--- src/rtl/rd_addr_seq.sv ---
// rd_addr_seq -- read-side address sequencer for the digit buffer.
//
// Issues read addresses 0,1,2,... to a 1-cycle synchronous RAM. It never
// passes the writer's count, and each address is offered to the consumer
// through a valid/ready handshake.
//
// Ports:
//   clk, rst_n   clock (rising edge) and asynchronous active-low reset
//   start        begin a read pass (only sampled while idle)
//   wr_cnt       number of digits written so far by the write-side counter
//   wr_done      writer finished; wr_cnt is final while high
//   rd_ready     consumer accepts the current address
//   rd_addr      current read address
//   rd_valid     rd_addr holds a written, unread digit
//   ram_re       RAM read enable (a transfer this cycle)
//   data_valid   RAM output holds the digit transferred on the previous cycle
//   data_last    qualifies data_valid: final digit of the pass
//   busy         a pass is in progress
//   done         one-cycle pulse at the end of a pass
//
// Configuration macro RD_ADDR_WRAP_EN:
//   defined   - rd_addr wraps at 2^ADDR_W-1 (circular buffer)
//   undefined - rd_addr stops at 2^ADDR_W-1 and the pass ends after that beat
module rd_addr_seq #(
    parameter int ADDR_W = 9
) (
    input  logic              clk,
    input  logic              rst_n,
    input  logic              start,
    input  logic [ADDR_W-1:0] wr_cnt,
    input  logic              wr_done,
    input  logic              rd_ready,
    output logic [ADDR_W-1:0] rd_addr,
    output logic              rd_valid,
    output logic              ram_re,
    output logic              data_valid,
    output logic              data_last,
    output logic              busy,
    output logic              done
);

    localparam logic [1:0] S_IDLE = 2'd0;
    localparam logic [1:0] S_ARM  = 2'd1;
    localparam logic [1:0] S_READ = 2'd2;
    localparam logic [1:0] S_DONE = 2'd3;

    localparam logic [ADDR_W-1:0] PTR_MAX = '1;
    localparam logic [ADDR_W-1:0] ONE     = ADDR_W'(1);

    logic [1:0]        state, state_nx;
    logic [ADDR_W-1:0] rd_ptr;
    logic [ADDR_W-1:0] avail;
    logic              xfer;
    logic              at_end;
    logic              tail;

    // Modulo difference: zero means the reader has caught up with the writer.
    assign avail    = wr_cnt - rd_ptr;
    assign rd_valid = (state == S_READ) && (avail != '0);
    assign xfer     = rd_valid & rd_ready;
    assign ram_re   = xfer;
    assign rd_addr  = rd_ptr;
    assign busy     = (state != S_IDLE);
    assign done     = (state == S_DONE);

`ifdef RD_ADDR_WRAP_EN
    assign at_end = 1'b0;
`else
    // The last buffer slot ends the pass even if the writer has not said so.
    assign at_end = (rd_ptr == PTR_MAX);
`endif

    // Final beat: the writer has finished and this is its last digit, or the
    // buffer end is reached in the non-wrapping build.
    assign tail = xfer & ((wr_done & (avail == ONE)) | at_end);

    always_comb begin
        state_nx = state;
        case (state)
            S_IDLE:  if (start) state_nx = S_ARM;
            S_ARM:   state_nx = S_READ;
            // The second term covers an empty tail: the writer finished with
            // nothing left to read, so no beat carries data_last.
            S_READ:  if (tail || (wr_done && (avail == '0))) state_nx = S_DONE;
            S_DONE:  state_nx = S_IDLE;
            default: state_nx = S_IDLE;
        endcase
    end

    always_ff @(posedge clk or negedge rst_n) begin
        if (!rst_n) begin
            state      <= S_IDLE;
            rd_ptr     <= '0;
            data_valid <= 1'b0;
            data_last  <= 1'b0;
        end else begin
            state      <= state_nx;
            data_valid <= xfer;
            data_last  <= tail;
            if (state == S_IDLE && start)
                rd_ptr <= '0;
            else if (xfer && !at_end)
                rd_ptr <= rd_ptr + ONE;
        end
    end

endmodule

--- config.mk ---
export PLATFORM = sky130hd
export DESIGN_NAME = rd_addr_seq
export DESIGN_NICKNAME = d
export VERILOG_FILES = /design/src/rtl/rd_addr_seq.sv
export SDC_FILE = /design/constraint.sdc
export NUM_CORES = 1
export LEC_CHECK = 0
export BUFFER_PORTS_ARGS = -buffer_cell sky130_fd_sc_hd__buf_2
export CORE_MARGIN = 3
export CORE_UTILIZATION = 48
export CTS_CLUSTER_DIAMETER = 60
export DETAILED_ROUTE_END_ITERATION = 7
export PLACE_DENSITY = 0.75
export SLEW_MARGIN = 40
export SYNTH_ARGS = -nofsm -noshare
export SYNTH_HDL_FRONTEND = slang
export SYNTH_SLANG_ARGS = --single-unit
--- constraint.sdc ---
create_clock -name clk -period 2.4 [get_ports clk]
set_input_delay 0.12 -clock clk [delete_from_list [all_inputs] [get_ports clk]]
set_output_delay 0.12 -clock clk [all_outputs]
set_load 0.005 [all_outputs]
-- After elaboration in Yosys (flattened, before gate mapping)
Index checks and enable logic that the tools add are counted.
- register bits after elaboration: 13
- input bits: 14
- output and inout bits: 15
- word-level logic and storage cells: 34
- add/subtract/negate cells: 2
- equality and inequality tests: 7
- muxes and demuxes: 5
- bitwise operators: 4
- reduce and logical (&&, ||, !) cells: 12
- operator list (cell ; number):
    9-bit two-way mux ; 2
    9-bit by 1-bit adder with 9-bit output, second input constant ; 1
    9-bit by 1-bit == test with 1-bit output, second input constant ; 1
    9-bit == test, second input constant ; 1
    9-bit logical NOT ; 1
    9-bit nonzero test ; 1
    9-bit subtractor ; 1
    2-bit case mux with 4 select lines ; 1
    2-bit == test, second input constant ; 2
    1-bit logical AND ; 4
    2-bit two-way mux ; 2
    2-bit nonzero test ; 2
    1-bit AND ; 3
    2-bit by 1-bit == test with 1-bit output, second input constant ; 1
    2-bit logical NOT ; 1
    2-bit by 1-bit inequality test with 1-bit output, second input constant ; 1
    2-bit inequality test, second input constant ; 1
    2-bit AND reduction ; 1
    1-bit logical NOT ; 1
    1-bit logical OR ; 1
    1-bit bitwise OR ; 1

-- Logic depth before layout (Yosys ltp)
Gate-level depths: netlist of the first run.
- depth in word-level cells: 8
- gate-level depth with buffers: 11

-- Worst setup path before layout of the first run
OpenSTA, ideal clock, no wires.
- kind: register to register
- start point: register rd_ptr[0], in the netlist rd_addr[0]
- end point: register state[1]
- arrival time: 2.474 ns
- data required time: 2.280 ns
- setup slack: -0.195 ns
- stages on the path, launching flop included: 10
- path buffers: 0
- clock period less this slack: 2.595 ns
- path through: dfrtp_1 > ha_1 > fa_1 > nand2b_2 > a211o_1 > o21a_1 > o21ai_0 > nor2_2 > a311o_1 > o211a_1
- cells in the longest elaborated chain, start to end: 8
- elaborated cells between the ends (all ways): 14
- ends and longest elaborated chain (what ; line ; text):
    from (decl) ; 51 ; logic [ADDR_W-1:0] rd_ptr;
    from (signal assigned) ; 103 ; rd_ptr <= rd_ptr + ONE;
    9-bit subtractor ; 58 ; assign avail = wr_cnt - rd_ptr;
    9-bit by 1-bit == test with 1-bit output / 9-bit nonzero test (equally long branches) ; 75, 59 ;
    1-bit AND / 1-bit logical AND (equally long branches) ; 75, 59 ;
    1-bit bitwise OR / 1-bit AND (equally long branches) ; 75, 60 ;
    1-bit AND ; 75 ; assign tail = xfer & ((wr_done & (avail == ONE)) | at_end);
    1-bit logical OR * ; 84 ; S_READ: if (tail || (wr_done && (avail == '0))) state_nx = S_DONE;
    2-bit by 1-bit inequality test with 1-bit output (no line) * ; n/a ;
    2-bit AND reduction (no line) * ; n/a ;
    to (signal assigned) ; 97 ; state <= state_nx;
    to (decl) ; 50 ; logic [1:0] state, state_nx;
Every way passes the cells marked *; elsewhere a longest branch is shown, timed or not.
A chain may end at the register's enable or synchronous reset.

-- Final worst setup path of the first run
- start point: register rd_ptr[3], in the netlist rd_addr[3]
- end point: output port rd_valid
- cells in the longest elaborated chain, start to end: 3
- ends and longest elaborated chain (what ; line ; text):
    9-bit subtractor ; 58 ;
    9-bit nonzero test ; 59 ; assign rd_valid = (state == S_READ) && (avail != '0);
    1-bit logical AND ; 59 ;
    to (decl) ; 34 ; output logic rd_valid,
No other way between the ends.

==> results.txt, run 1 <==
----------------------------------------------------
[Clock network]
  H-tree levels ... 1
  TritonCTS sink count ... 13
  Clock latency on the worst-skew pair ... 0.29 ns
  Number of CTS-inserted buffers ... 3
  TritonCTS clock tree ... done
  Cell at the root of the clock tree ... sky130_fd_sc_hd__clkbuf_4
  Clock-pin slew of the registers on the worst-case setup and hold paths ... 0.08 ns
  Maximum clock insertion buffer count ... 2

[Place]
  Placed cell count ... approximately 220
  Final weighted congestion in routability-driven placement ... 0.837
  Half-perimeter wire length after detailed placement ... 2.62 mm
  PortBufs ... 28

[Power and ir drop]
  Part of the total power dissipated in sequential elements ... 0.220
  Reported leakage power ... 0.855 nW
  Cell-internal power ... just under 800 uW
  Clock Power Share ... 0.106
  Sw power ... 606 uW
  Power Dens Cells ... 742 nW/um^2
  Maximum ir drop on the vdd rail ... 0.000629 V
  Net switching share of the total power ... 0.440
  Combinational Power Share ... 0.674

[Timing]
  Final Max Tran Viols ... 0
  Slew @ Worst Pin ... around 0.35 ns
  Final number of setup-violating endpoints ... 14
  Final Worst Setup Slack ... -0.281 ns
  Setup Skew ... 0.00398 ns
  Final critical path time including I/O delays and setup ... between 2 and 3 ns
  Setup repair after global routing missed its margin ... true
  Setup total negative slack ... -2.01 ns
  Hold violation total from the final report ... 0
  Final-layout worst hold slack ... roughly 0.12 ns
  Normalized max-slew margin ... 0.764
  Period utilization ... 1.12
  Maximum frequency from static timing analysis ... 373 MHz

[Route]
  Total length of routed wires ... 3.91 mm
  Total via count after detailed routing ... 1392
  Detailed Routing Iterations Pass 1 ... 4
  Avg WL per Cell ... 16.2 um
  Iteration-0 DRC count of the detailed router ... 30
  Mean number of vias per cell ... 5.78
  Antenna Violating Nets Remaining ... 0
  Post-route DRC violation count ... 0

[Min path]
  Worst hold path type ... input port to flop

[Logic synthesis]
  Post-synthesis net count ... 181
  Top-count cell post-synth ... sky130_fd_sc_hd__a21oi_1
  Number of synthesized register bits ... 13
  Cell type with the largest total area after synthesis ... sky130_fd_sc_hd__dfrtp_1
  Synth top area share ... 0.255
  Yosys synthesis warning count ... 0
  Post-synthesis instance area ... 1270 sq um
  Dominant combinational cell family by area after synthesis ... compound AO/OA/AOI/OAI gates
  Share of cell area taken by muxes after synthesis ... 0.00785
  Most used flip-flop cell after synthesis ... sky130_fd_sc_hd__dfrtp_1
  Area share of xor/xnor cells in the synthesized design ... 0.0412
  Part of the Yosys area used for sequential elements ... 0.255
  Most instantiated cells after synthesis ... 15 x sky130_fd_sc_hd__a21oi_1, 14 x sky130_fd_sc_hd__ha_1, 13 x sky130_fd_sc_hd__dfrtp_1, 13 x sky130_fd_sc_hd__inv_1, 13 x sky130_fd_sc_hd__nand2_1
  Synth top area cells ... sky130_fd_sc_hd__dfrtp_1 26%, sky130_fd_sc_hd__ha_1 14%, sky130_fd_sc_hd__a21oi_1 5.9%, sky130_fd_sc_hd__o21ai_0 4.3%, sky130_fd_sc_hd__inv_1 3.8%
  Count of different cell masters after synthesis ... between 40 and 50
  Synth async-reset ratio ... 1.00
  Mapped Cells ... 152
  Basic-gate share of the synthesized area counting and, or, nand and nor cells ... 0.195
  Mean Syn Cell Area ... 8.39 sq um
  Synthesized-area fraction occupied by ao, oa, aoi and oai cells ... 0.286
  Fraction of the mapped netlist area in adder cells ... 0.153
  Number of enable flip-flop cells after synthesis ... 0

[Floorplan]
  Chip Width ... 57.5 um
  Number of primary I/O pins ... 29
  Vertical die dimension ... 57.5 um
  Die Outline Area ... ~3300 sq um
  Starting Density ... 0.510
  Number of rows created at floorplan ... 18
  Core Box Area ... 2500 sq um

[Setup path]
  Critical setup path kind ... flop to primary output
  Critical path startpoint category ... flop
  Data required time of the worst path ... ~2.3 ns
  Arrival @ worst endpoint ... 2.56 ns
  Max Fanout on Critical Path ... 2
  Type of element capturing the critical path ... primary output

[Final layout]
  Synth-to-layout area growth ... 45.5%
  Finished Core Util ... 0.742
  Net count of the finished layout ... 241
  Multi-input gate area in the final layout ... ~1000 sq um
  Total of fill cells in the finished design ... 192
  Storage element area ... approximately 330 sq um
  Layout cells sized above 1 ... 0.436
  Post-route insts no fill ... 241
  # diodes ... 0

[Global route]
  Maximum number of pins on one net before global-route repair ... 14
  First-pass GRT wire length ... around 5.5 mm
  Total congestion overflow after global routing ... 0
  Vias in the first global route ... 1301
  Global Route Usage Sum ... 0.214
  Number of antenna violations at the first check in global routing ... 0

[Status]
  Failing checks ... negative setup slack
  Result of the run ... finished with violations

[Run]
  Max-cap check violation count ... 0

----------------------------------------------------
final cells by class:
| type | instances | area share |
|---|---|---|
| Multi-Input combinational cell | 121 | 0.546 |
| Timing Repair Buffer | 60 | 0.218 |
| Sequential cell | 13 | 0.175 |
| Inverter | 13 | 0.0263 |
| Tap cell | 30 | 0.0202 |
| Clock buffer | 4 | 0.0142 |
flip-flops by register name, indices dropped and copies added (netlist names):
register / count
data_valid: 1
data_last: 1
rd_addr: 9
state: 2
through the flow:
stage	area [sq um]	power, mW	setup slack (ns)
finish	1860	1.38	-0.281
global route	1860	1.49	-0.385
CTS	1730	1.24	-0.198
detailed placement	1580	1.04	-0.0673
global placement	1580	1.01	-0.0174
floorplan	1280	0.797	-0.122
cells in the final DEF (no fill, tap or decap), types with 3 or more instances in the layout:
cell                       instances
sky130_fd_sc_hd__a21o_1            4
sky130_fd_sc_hd__a21oi_1           8
sky130_fd_sc_hd__a21oi_2           5
sky130_fd_sc_hd__buf_2            28
sky130_fd_sc_hd__buf_4            25
sky130_fd_sc_hd__buf_6             6
sky130_fd_sc_hd__clkbuf_4          3
sky130_fd_sc_hd__dfrtp_1          13
sky130_fd_sc_hd__ha_1              9
sky130_fd_sc_hd__ha_4              3
sky130_fd_sc_hd__inv_1            10
sky130_fd_sc_hd__inv_2             3
sky130_fd_sc_hd__nand2_1          13
sky130_fd_sc_hd__nand3_1           5
sky130_fd_sc_hd__nor2_1            8
sky130_fd_sc_hd__nor2b_1           4
sky130_fd_sc_hd__o21a_1            3
sky130_fd_sc_hd__o21ai_0           7
sky130_fd_sc_hd__o21ai_1           3
final timing paths:
check                            from    endpoint  slack (ns)  depth (start not counted)
hold / removal                wr_done   data_last        0.12                          3
min in group asynchronous       rst_n  rd_addr[6]        0.24                          2
setup reg to reg           rd_addr[0]  rd_addr[7]       -0.28                         11
hold reg to reg              state[0]    state[0]        0.61                          2
setup / recovery           rd_addr[3]    rd_valid       -0.28                         10
max in group asynchronous       rst_n  rd_addr[8]        1.92                          2
power by group through the flow:
stage / clock network [mW] / registers, mW / logic (mW)
2_1_floorplan: 0 / 0.317 / 0.480
3_3_place_gp: 0 / 0.302 / 0.706
3_5_place_dp: 0 / 0.304 / 0.734
4_1_cts: 0.146 / 0.300 / 0.798
5_1_grt: 0.165 / 0.308 / 1.01
6_report: 0.147 / 0.303 / 0.928
kinds of logic after synthesis:
group / Yosys count
simple gates: 48
compound gates: 51
xor+xnor: 6
flops: 13
mux: 1
buf+inv: 18
fa+ha+maj: 15
timing repair:
action                                  4_1_cts  5_1_grt
endpoints found under the setup margin       10       15
setup buffers                                 6        6
endpoints found under the hold margin        13        0
hold buffers                                  1        0
resized for setup                            15       19
gates cloned                                  0        0
pin swaps                                    11        6
worst max-delay path: stages (launching register included):
cell and delay, ns:
sky130_fd_sc_hd__dfrtp_1 0.40, sky130_fd_sc_hd__inv_2 0.11, sky130_fd_sc_hd__ha_4 0.21, sky130_fd_sc_hd__a21o_1 0.17
sky130_fd_sc_hd__a221o_1 0.34, sky130_fd_sc_hd__a211oi_2 0.31, sky130_fd_sc_hd__o211ai_2 0.15, sky130_fd_sc_hd__buf_4 0.17
sky130_fd_sc_hd__buf_4 0.12, sky130_fd_sc_hd__o21a_1 0.16, sky130_fd_sc_hd__buf_2 0.12
routing by layer:
metal / wire length [um] / up-vias / GRT usage
met2: 2070 / 43 / 0.390
li1: - / 671 / -
met3: 142 / 12 / 0.0362
met1: 1560 / 666 / 0.253
met5: 0 / - / 0
met4: 132 / 0 / 0.0662
No activity file was read; power rests on OpenSTA's default activity.
==> run 2, diff against run 1 <==
--- a/config.mk
+++ b/config.mk
@@ -10,6 +10,7 @@
 export CORE_UTILIZATION = 48
 export CTS_CLUSTER_DIAMETER = 60
 export DETAILED_ROUTE_END_ITERATION = 7
+export HOLD_SLACK_MARGIN = 0.15
 export PLACE_DENSITY = 0.75
 export SLEW_MARGIN = 40
 export SYNTH_ARGS = -nofsm -noshare
==> run 2 against run 1 <==
The flow still finishes with violations (negative setup slack). Critical path depth did not move. Via count rose by 0.57%. Cell area rose by 0.54%. Core utilization rose by 0.40 points. First-iteration DRC count fell by 20%. Clock skew barely moved. Sequential cell count did not move. Power barely moved. Die area did not move. Fmax fell by 0.12%. Critical endpoint unchanged. Largest power group unchanged.
==> results.txt, run 2 (same netlist as run 1, synthesis figures left out) <==
----------------------------------------------------
[Status]
  Result of the run ... finished with violations
  Failing checks ... negative setup slack

[Timing]
  Final-layout worst hold slack ... 0.244 ns (+0.127 ns)
  Normalized max-slew margin ... 0.765 (about the same)
  Setup Skew ... 0.00401 ns (+0.0000351 ns)
  Final Worst Setup Slack ... -0.285 ns (-0.00316 ns)
  Final Max Tran Viols ... 0 (unchanged)
  Final number of setup-violating endpoints ... 14 (unchanged)
  Final critical path time including I/O delays and setup ... 2.68 ns (+0.00316 ns)
  Slew @ Worst Pin ... 0.352 ns (-0.000576 ns)
  Setup repair after global routing missed its margin ... true
  Maximum frequency from static timing analysis ... 373 MHz (-0.12%)
  Period utilization ... 1.12 (+0.00131)
  Hold violation total from the final report ... 0 (unchanged)

[Global route]
  First-pass GRT wire length ... 5.53 mm (-0.25%)
  Maximum number of pins on one net before global-route repair ... 14 (unchanged)
  Total congestion overflow after global routing ... 0 (unchanged)
  Global Route Usage Sum ... 0.214 (-0.000467)
  Vias in the first global route ... 1300 (-0.077%)
  Number of antenna violations at the first check in global routing ... 0 (unchanged)

[Power and ir drop]
  Net switching share of the total power ... 0.440 (about the same)
  Cell-internal power ... 771 uW (+0.11%)
  Maximum ir drop on the vdd rail ... 0.000625 V (-0.56%)
  Part of the total power dissipated in sequential elements ... 0.220 (about the same)
  Clock Power Share ... 0.106 (about the same)
  Power Dens Cells ... 738 nW/um^2 (-0.48%)
  Sw power ... 606 uW (about the same)
  Reported leakage power ... 0.859 nW (+0.49%)
  Combinational Power Share ... 0.674 (about the same)

[Floorplan]
  Number of primary I/O pins ... 29 (unchanged)
  Chip Width ... 57.5 um (unchanged)
  Starting Density ... 0.510 (unchanged)
  Number of rows created at floorplan ... 18 (unchanged)
  Die Outline Area ... 3310 sq um (unchanged)
  Core Box Area ... 2500 sq um (unchanged)
  Vertical die dimension ... 57.5 um (unchanged)

[Setup path]
  Startpoint of the most critical setup path ... rd_addr[3]
  Arrival @ worst endpoint ... 2.56 ns (about the same)
  Source of the worst register-to-register timing path ... rd_addr[0]
  Setup crit end ... rd_valid
  Data required time of the worst path ... 2.28 ns (about the same)
  Max Fanout on Critical Path ... 2 (unchanged)
  Type of element capturing the critical path ... primary output
  Critical path startpoint category ... flop
  Critical setup path kind ... flop to primary output
  Worst Reg2Reg Path Length in Cells ... 11 (unchanged)
  Destination of the worst register-to-register timing path ... rd_addr[7]
  Worst reg-to-reg setup slack ... -0.28 ns (about the same)

[Route]
  Total length of routed wires ... 3.92 mm (+0.33%)
  Total via count after detailed routing ... 1400 (+0.57%)
  Mean number of vias per cell ... 5.79 (+0.16%)
  Iteration-0 DRC count of the detailed router ... 24 (-20%)
  Avg WL per Cell ... 16.2 um (about the same)
  Detailed Routing Iterations Pass 1 ... 4 (unchanged)
  Antenna Violating Nets Remaining ... 0 (unchanged)
  Post-route DRC violation count ... 0 (unchanged)

[Final layout]
  Synth-to-layout area growth ... 46.3%
  Net count of the finished layout ... 242 (+0.41%)
  Total of fill cells in the finished design ... 190 (-1.0%)
  Most common cell after layout, fill and taps aside ... sky130_fd_sc_hd__buf_2
  Layout cells sized above 1 ... 0.434 (-0.00206)
  # diodes ... 0 (unchanged)
  Finished Core Util ... 0.746 (+0.00400)
  Top library cells by usage in the layout, fill and taps aside ... 28 x sky130_fd_sc_hd__buf_2, 25 x sky130_fd_sc_hd__buf_4, 13 x sky130_fd_sc_hd__nand2_1, 13 x sky130_fd_sc_hd__dfrtp_1, 10 x sky130_fd_sc_hd__inv_1
  Number of flip-flops in the largest register ... 9 (unchanged)

[Clock network]
  Clock latency on the worst-skew pair ... 0.29 ns (about the same)
  H-tree levels ... 1 (unchanged)
  TritonCTS clock tree ... done
  Cell at the root of the clock tree ... sky130_fd_sc_hd__clkbuf_4
  Number of CTS-inserted buffers ... 3 (unchanged)
  Maximum clock insertion buffer count ... 2 (unchanged)
  TritonCTS sink count ... 13 (unchanged)
  Clock-pin slew of the registers on the worst-case setup and hold paths ... 0.09 ns (about the same)

[Place]
  Final weighted congestion in routability-driven placement ... 0.837 (unchanged)
  PortBufs ... 28 (unchanged)
  Half-perimeter wire length after detailed placement ... 2.62 mm (unchanged)

[Run]
  Max-cap check violation count ... 0 (unchanged)

[Min path]
  Worst hold path type ... input port to asynchronous set/reset pin

----------------------------------------------------
## run 2: cell type report
| class | instances | area (sq um) | share of cell area |
|---|---|---|---|
| Sequential cell | 13 | 325 | 0.174 |
| Tap cell | 30 | 37.5 | 0.0201 |
| Inverter | 13 | 48.8 | 0.0262 |
| Multi-Input combinational cell | 121 | 1010 | 0.543 |
| Clock buffer | 4 | 26.3 | 0.0141 |
| Timing Repair Buffer | 61 | 415 | 0.223 |
## run 2: how the worst min path moves through the flow
stage	slack [ns]	cells after the start	from	endpoint
after detailed placement	0.03	1	rst_n	rd_addr[7]
after floorplan	-0.18	0	rst_n	data_last
after global routing	0.26	2	rst_n	rd_addr[6]
final	0.24	2	rst_n	rd_addr[6]
after CTS	0.24	4	start	state[0]
after global placement	0.02	1	rst_n	rd_addr[5]
## run 2: routing by layer
layer,vias up,track usage,part of all wire
met4,0,0.0662,0.036
met2,45,0.390,0.53
li1,674,-,-
met1,667,0.251,0.39
met3,14,0.0362,0.041
met5,-,0,0
## run 2: timing repair
action                                 in CTS  in global routing
resized for setup                          15                 19
pin swaps                                  11                  6
setup endpoints to repair                  10                 15
cloned                                      0                  0
hold buffers                                2                  0
buffers inserted                            6                  6
endpoints found under the hold margin      14                  0
## run 2: power groups by stage
stage	clock (mW)	sequential [mW]	combinational, mW
after floorplan	0	0.317	0.480
after global placement	0	0.302	0.706
after detailed placement	0	0.304	0.734
after CTS	0.146	0.300	0.799
after global routing	0.165	0.308	1.01
final	0.147	0.303	0.928
## run 2: through the flow
step	instances	total power, mW	setup TNS, ns	setup WS [ns]	instance area, sq um
6_report	242	1.38	-2.01	-0.285	1870
2_1_floorplan	152	0.797	-0.296	-0.122	1280
5_1_grt	242	1.49	-3.40	-0.385	1870
4_1_cts	236	1.25	-1.24	-0.198	1740
3_3_place_gp	224	1.01	-0.0174	-0.0174	1580
3_5_place_dp	224	1.04	-0.246	-0.0673	1580
## run 2: critical path, cell delays in order, from the launching register on
cell                       delay (ns)
sky130_fd_sc_hd__dfrtp_1         0.40
sky130_fd_sc_hd__inv_2           0.11
sky130_fd_sc_hd__ha_4            0.21
sky130_fd_sc_hd__a21o_1          0.17
sky130_fd_sc_hd__a221o_1         0.34
sky130_fd_sc_hd__a211oi_2        0.31
sky130_fd_sc_hd__o211ai_2        0.15
sky130_fd_sc_hd__buf_4           0.17
sky130_fd_sc_hd__buf_4           0.12
sky130_fd_sc_hd__o21a_1          0.17
sky130_fd_sc_hd__buf_2           0.12
==> run 3, diff against run 2 <==
--- a/config.mk
+++ b/config.mk
@@ -8,10 +8,11 @@
 export BUFFER_PORTS_ARGS = -buffer_cell sky130_fd_sc_hd__buf_2
 export CORE_MARGIN = 3
 export CORE_UTILIZATION = 48
-export CTS_CLUSTER_DIAMETER = 60
+export CTS_CLUSTER_DIAMETER = 30
 export DETAILED_ROUTE_END_ITERATION = 7
 export HOLD_SLACK_MARGIN = 0.15
 export PLACE_DENSITY = 0.75
+export SETUP_SLACK_MARGIN = 0.1
 export SLEW_MARGIN = 40
 export SYNTH_ARGS = -nofsm -noshare
 export SYNTH_HDL_FRONTEND = slang
==> run 3 against run 2 <==
Critical path depth did not move. Worst hold slack worse by 0.088 ns. The run still ends with negative setup slack left. Register-to-register slack gained 0.05 ns. Fmax is 1.8% higher. Clock-buffer cell count unchanged. Via count decreased by 5.1%. Combinational power decreased by 12%.
==> results.txt, run 3 (same netlist as run 1, synthesis figures left out) <==
----------------------------------------------------
[Clock network]
  Clock latency on the worst-skew pair ... 0.29 ns (about the same)
  Maximum clock insertion buffer count ... 2 (unchanged)
  Clock-pin slew of the registers on the worst-case setup and hold paths ... 0.09 ns (about the same)
  H-tree levels ... 1 (unchanged)
  Cell at the root of the clock tree ... sky130_fd_sc_hd__clkbuf_4
  Number of CTS-inserted buffers ... 3 (unchanged)
  TritonCTS sink count ... 13 (unchanged)
  TritonCTS clock tree ... done

[Route]
  Post-route DRC violation count ... 0 (unchanged)
  Avg WL per Cell ... 14.7 um (-9.0%)
  Iteration-0 DRC count of the detailed router ... 41 (+71%)
  Antenna Violating Nets Remaining ... 0 (unchanged)
  Total via count after detailed routing ... 1328 (-5.1%)
  Mean number of vias per cell ... 5.68 (-1.9%)
  Total length of routed wires ... 3.45 mm (-12%)
  Detailed Routing Iterations Pass 1 ... 4 (unchanged)

[Final layout]
  Multi-input gate area in the final layout ... 970 sq um (-4.2%)
  Synth-to-layout area growth ... 37.4%
  Number of flip-flops in the largest register ... 9 (unchanged)
  Top library cells by usage in the layout, fill and taps aside ... 28 x sky130_fd_sc_hd__buf_2, 20 x sky130_fd_sc_hd__buf_4, 13 x sky130_fd_sc_hd__inv_1, 13 x sky130_fd_sc_hd__nand2_1, 13 x sky130_fd_sc_hd__dfrtp_1
  Layout cells sized above 1 ... 0.377 (-0.0565)
  Final standard cell area without fillers ... 1750 sq um (-6.1%)
  Most common cell after layout, fill and taps aside ... sky130_fd_sc_hd__buf_2
  Storage element area ... 325 sq um (unchanged)
  # diodes ... 0 (unchanged)
  Net count of the finished layout ... 234 (-3.3%)
  Total of fill cells in the finished design ... 203 (+6.8%)

[Floorplan]
  Starting Density ... 0.510 (unchanged)
  Chip Width ... 57.5 um (unchanged)
  Die Outline Area ... 3310 sq um (unchanged)
  Core Box Area ... 2500 sq um (unchanged)
  Number of primary I/O pins ... 29 (unchanged)
  Number of rows created at floorplan ... 18 (unchanged)
  Vertical die dimension ... 57.5 um (unchanged)

[Power and ir drop]
  Maximum ir drop on the vdd rail ... 0.000607 V (-2.9%)
  Reported leakage power ... 0.807 nW (-6.1%)
  Power Dens Cells ... 721 nW/um^2 (-2.3%)

[Timing]
  Setup Skew ... 0.00822 ns (+0.00421 ns)
  Maximum frequency from static timing analysis ... 379 MHz (+1.8%)
  Final critical path time including I/O delays and setup ... 2.64 ns (-0.0486 ns)
  Period utilization ... 1.10 (-0.0202)
  Slew @ Worst Pin ... 0.327 ns (-0.0250 ns)
  Final Worst Setup Slack ... -0.236 ns (+0.0486 ns)
  Hold violation total from the final report ... 0 (unchanged)
  Final number of setup-violating endpoints ... 12 (-2)
  Setup repair after global routing missed its margin ... true
  Final Max Tran Viols ... 0 (unchanged)
  Normalized max-slew margin ... 0.782 (+0.0170)

[Setup path]
  Critical setup path kind ... flop to flop
  Source of the worst register-to-register timing path ... rd_addr[0]
  Worst reg-to-reg setup slack ... -0.24 ns (+0.05 ns)
  Critical path startpoint category ... flop
  Worst Reg2Reg Path Length in Cells ... 10 (-1)
  Type of element capturing the critical path ... flop
  Arrival @ worst endpoint ... 2.85 ns (+0.29 ns)
  Data required time of the worst path ... 2.62 ns (+0.34 ns)
  Max Fanout on Critical Path ... 8 (+6)
  Destination of the worst register-to-register timing path ... rd_addr[6]

[Global route]
  Layer with the highest usage ... met2
  Number of antenna violations at the first check in global routing ... 0 (unchanged)
  Fraction of met2 tracks used by global routing ... 0.397 (+0.00645)
  GRT met1 Usage ... 0.257 (+0.00595)
  First-pass GRT wire length ... 5.71 mm (+3.1%)
  Maximum number of pins on one net before global-route repair ... 14 (unchanged)
  Global Route Usage Sum ... 0.221 (+0.00757)
  Vias in the first global route ... 1345 (+3.5%)
  Global routing met3 resource utilization ... 0.0430 (+0.00679)
  Total congestion overflow after global routing ... 0 (unchanged)

[Place]
  Worst slack at placement ... -0.0855 ns (-0.0182 ns)
  Final weighted congestion in routability-driven placement ... 0.787 (-5.9%)
  PortBufs ... 28 (unchanged)
  Area after detailed placement ... 1570 sq um (-0.48%)
  Half-perimeter wire length after detailed placement ... 2.63 mm (+0.58%)

[Min path]
  Worst hold path type ... input port to flop
  Worst min-delay path endpoint ... data_valid
  Critical hold path startpoint ... rd_ready
  Number of cells on the worst hold path ... 3

[Status]
  Failing checks ... negative setup slack
  Result of the run ... finished with violations

[Run]
  Max-cap check violation count ... 0 (unchanged)

----------------------------------------------------
run 3: cell count changes in the layout (fill, tap and decap cells not counted), sizes merged:
cell,delta
buf,-8
run 3: cell type report:
class / count / share of cell area
Multi-Input combinational cell: 121 / 0.554
Timing Repair Buffer: 53 / 0.196
Sequential cell: 13 / 0.186
Inverter: 13 / 0.0279
Tap cell: 30 / 0.0214
Clock buffer: 4 / 0.0150
run 3: timing repair:
item | in CTS | in global routing
endpoints found under the setup margin | 14 | 15
resized for setup | 10 | 12
pin swaps | 4 | 6
setup buffers | 1 | 4
hold buffers | 2 | 0
hold endpoints to repair | 14 | 0
run 3: routing by layer:
metal	share of wire	vias up
met5	0	-
met2	0.52	35
met4	0.023	0
met1	0.42	628
met3	0.037	10
li1	-	655
run 3: power breakdown:
part	leakage [nW]	total [mW]	switching (mW)	internal (mW)
Sequential	0.174	0.300	0.0335	0.267
Clock	0.0150	0.143	0.0781	0.0646
Combinational	0.618	0.821	0.439	0.381
run 3: stage by stage:
step                power [mW]  setup TNS, ns  utilization  hold slack, ns  instances
floorplan                0.797         -0.269            -          -0.176        152
global placement          1.01        -0.0312        0.627          0.0238        223
detailed placement        1.04         -0.356        0.627          0.0277        223
CTS                       1.21          -1.07        0.663           0.163        230
global route              1.38          -3.24        0.701           0.161        234
finish                    1.26          -1.89        0.701           0.156        234
run 3: worst max-delay path, stage by stage, from the launching register on:
cell and delay [ns]:
sky130_fd_sc_hd__dfrtp_1 0.39, sky130_fd_sc_hd__ha_2 0.20, sky130_fd_sc_hd__fa_2 0.35, sky130_fd_sc_hd__nand2b_4 0.16
sky130_fd_sc_hd__a211o_1 0.27, sky130_fd_sc_hd__o21a_1 0.21, sky130_fd_sc_hd__o211ai_2 0.21, sky130_fd_sc_hd__buf_4 0.15
sky130_fd_sc_hd__o21ai_4 0.07, sky130_fd_sc_hd__or4_4 0.43, sky130_fd_sc_hd__a21oi_2 0.12
run 3: how the worst max path moves through the flow:
stage | from | endpoint | slack, ns | cells past startpoint
6_report | rd_addr[0] | rd_addr[6] | -0.24 | 10
5_1_grt | rd_addr[6] | ram_re | -0.35 | 10
4_1_cts | rd_addr[0] | rd_valid | -0.19 | 9
3_5_place_dp | rd_addr[0] | rd_addr[7] | -0.09 | 10
3_3_place_gp | rd_addr[0] | rd_addr[7] | -0.01 | 10
2_1_floorplan | rd_addr[0] | rd_addr[4] | -0.12 | 10
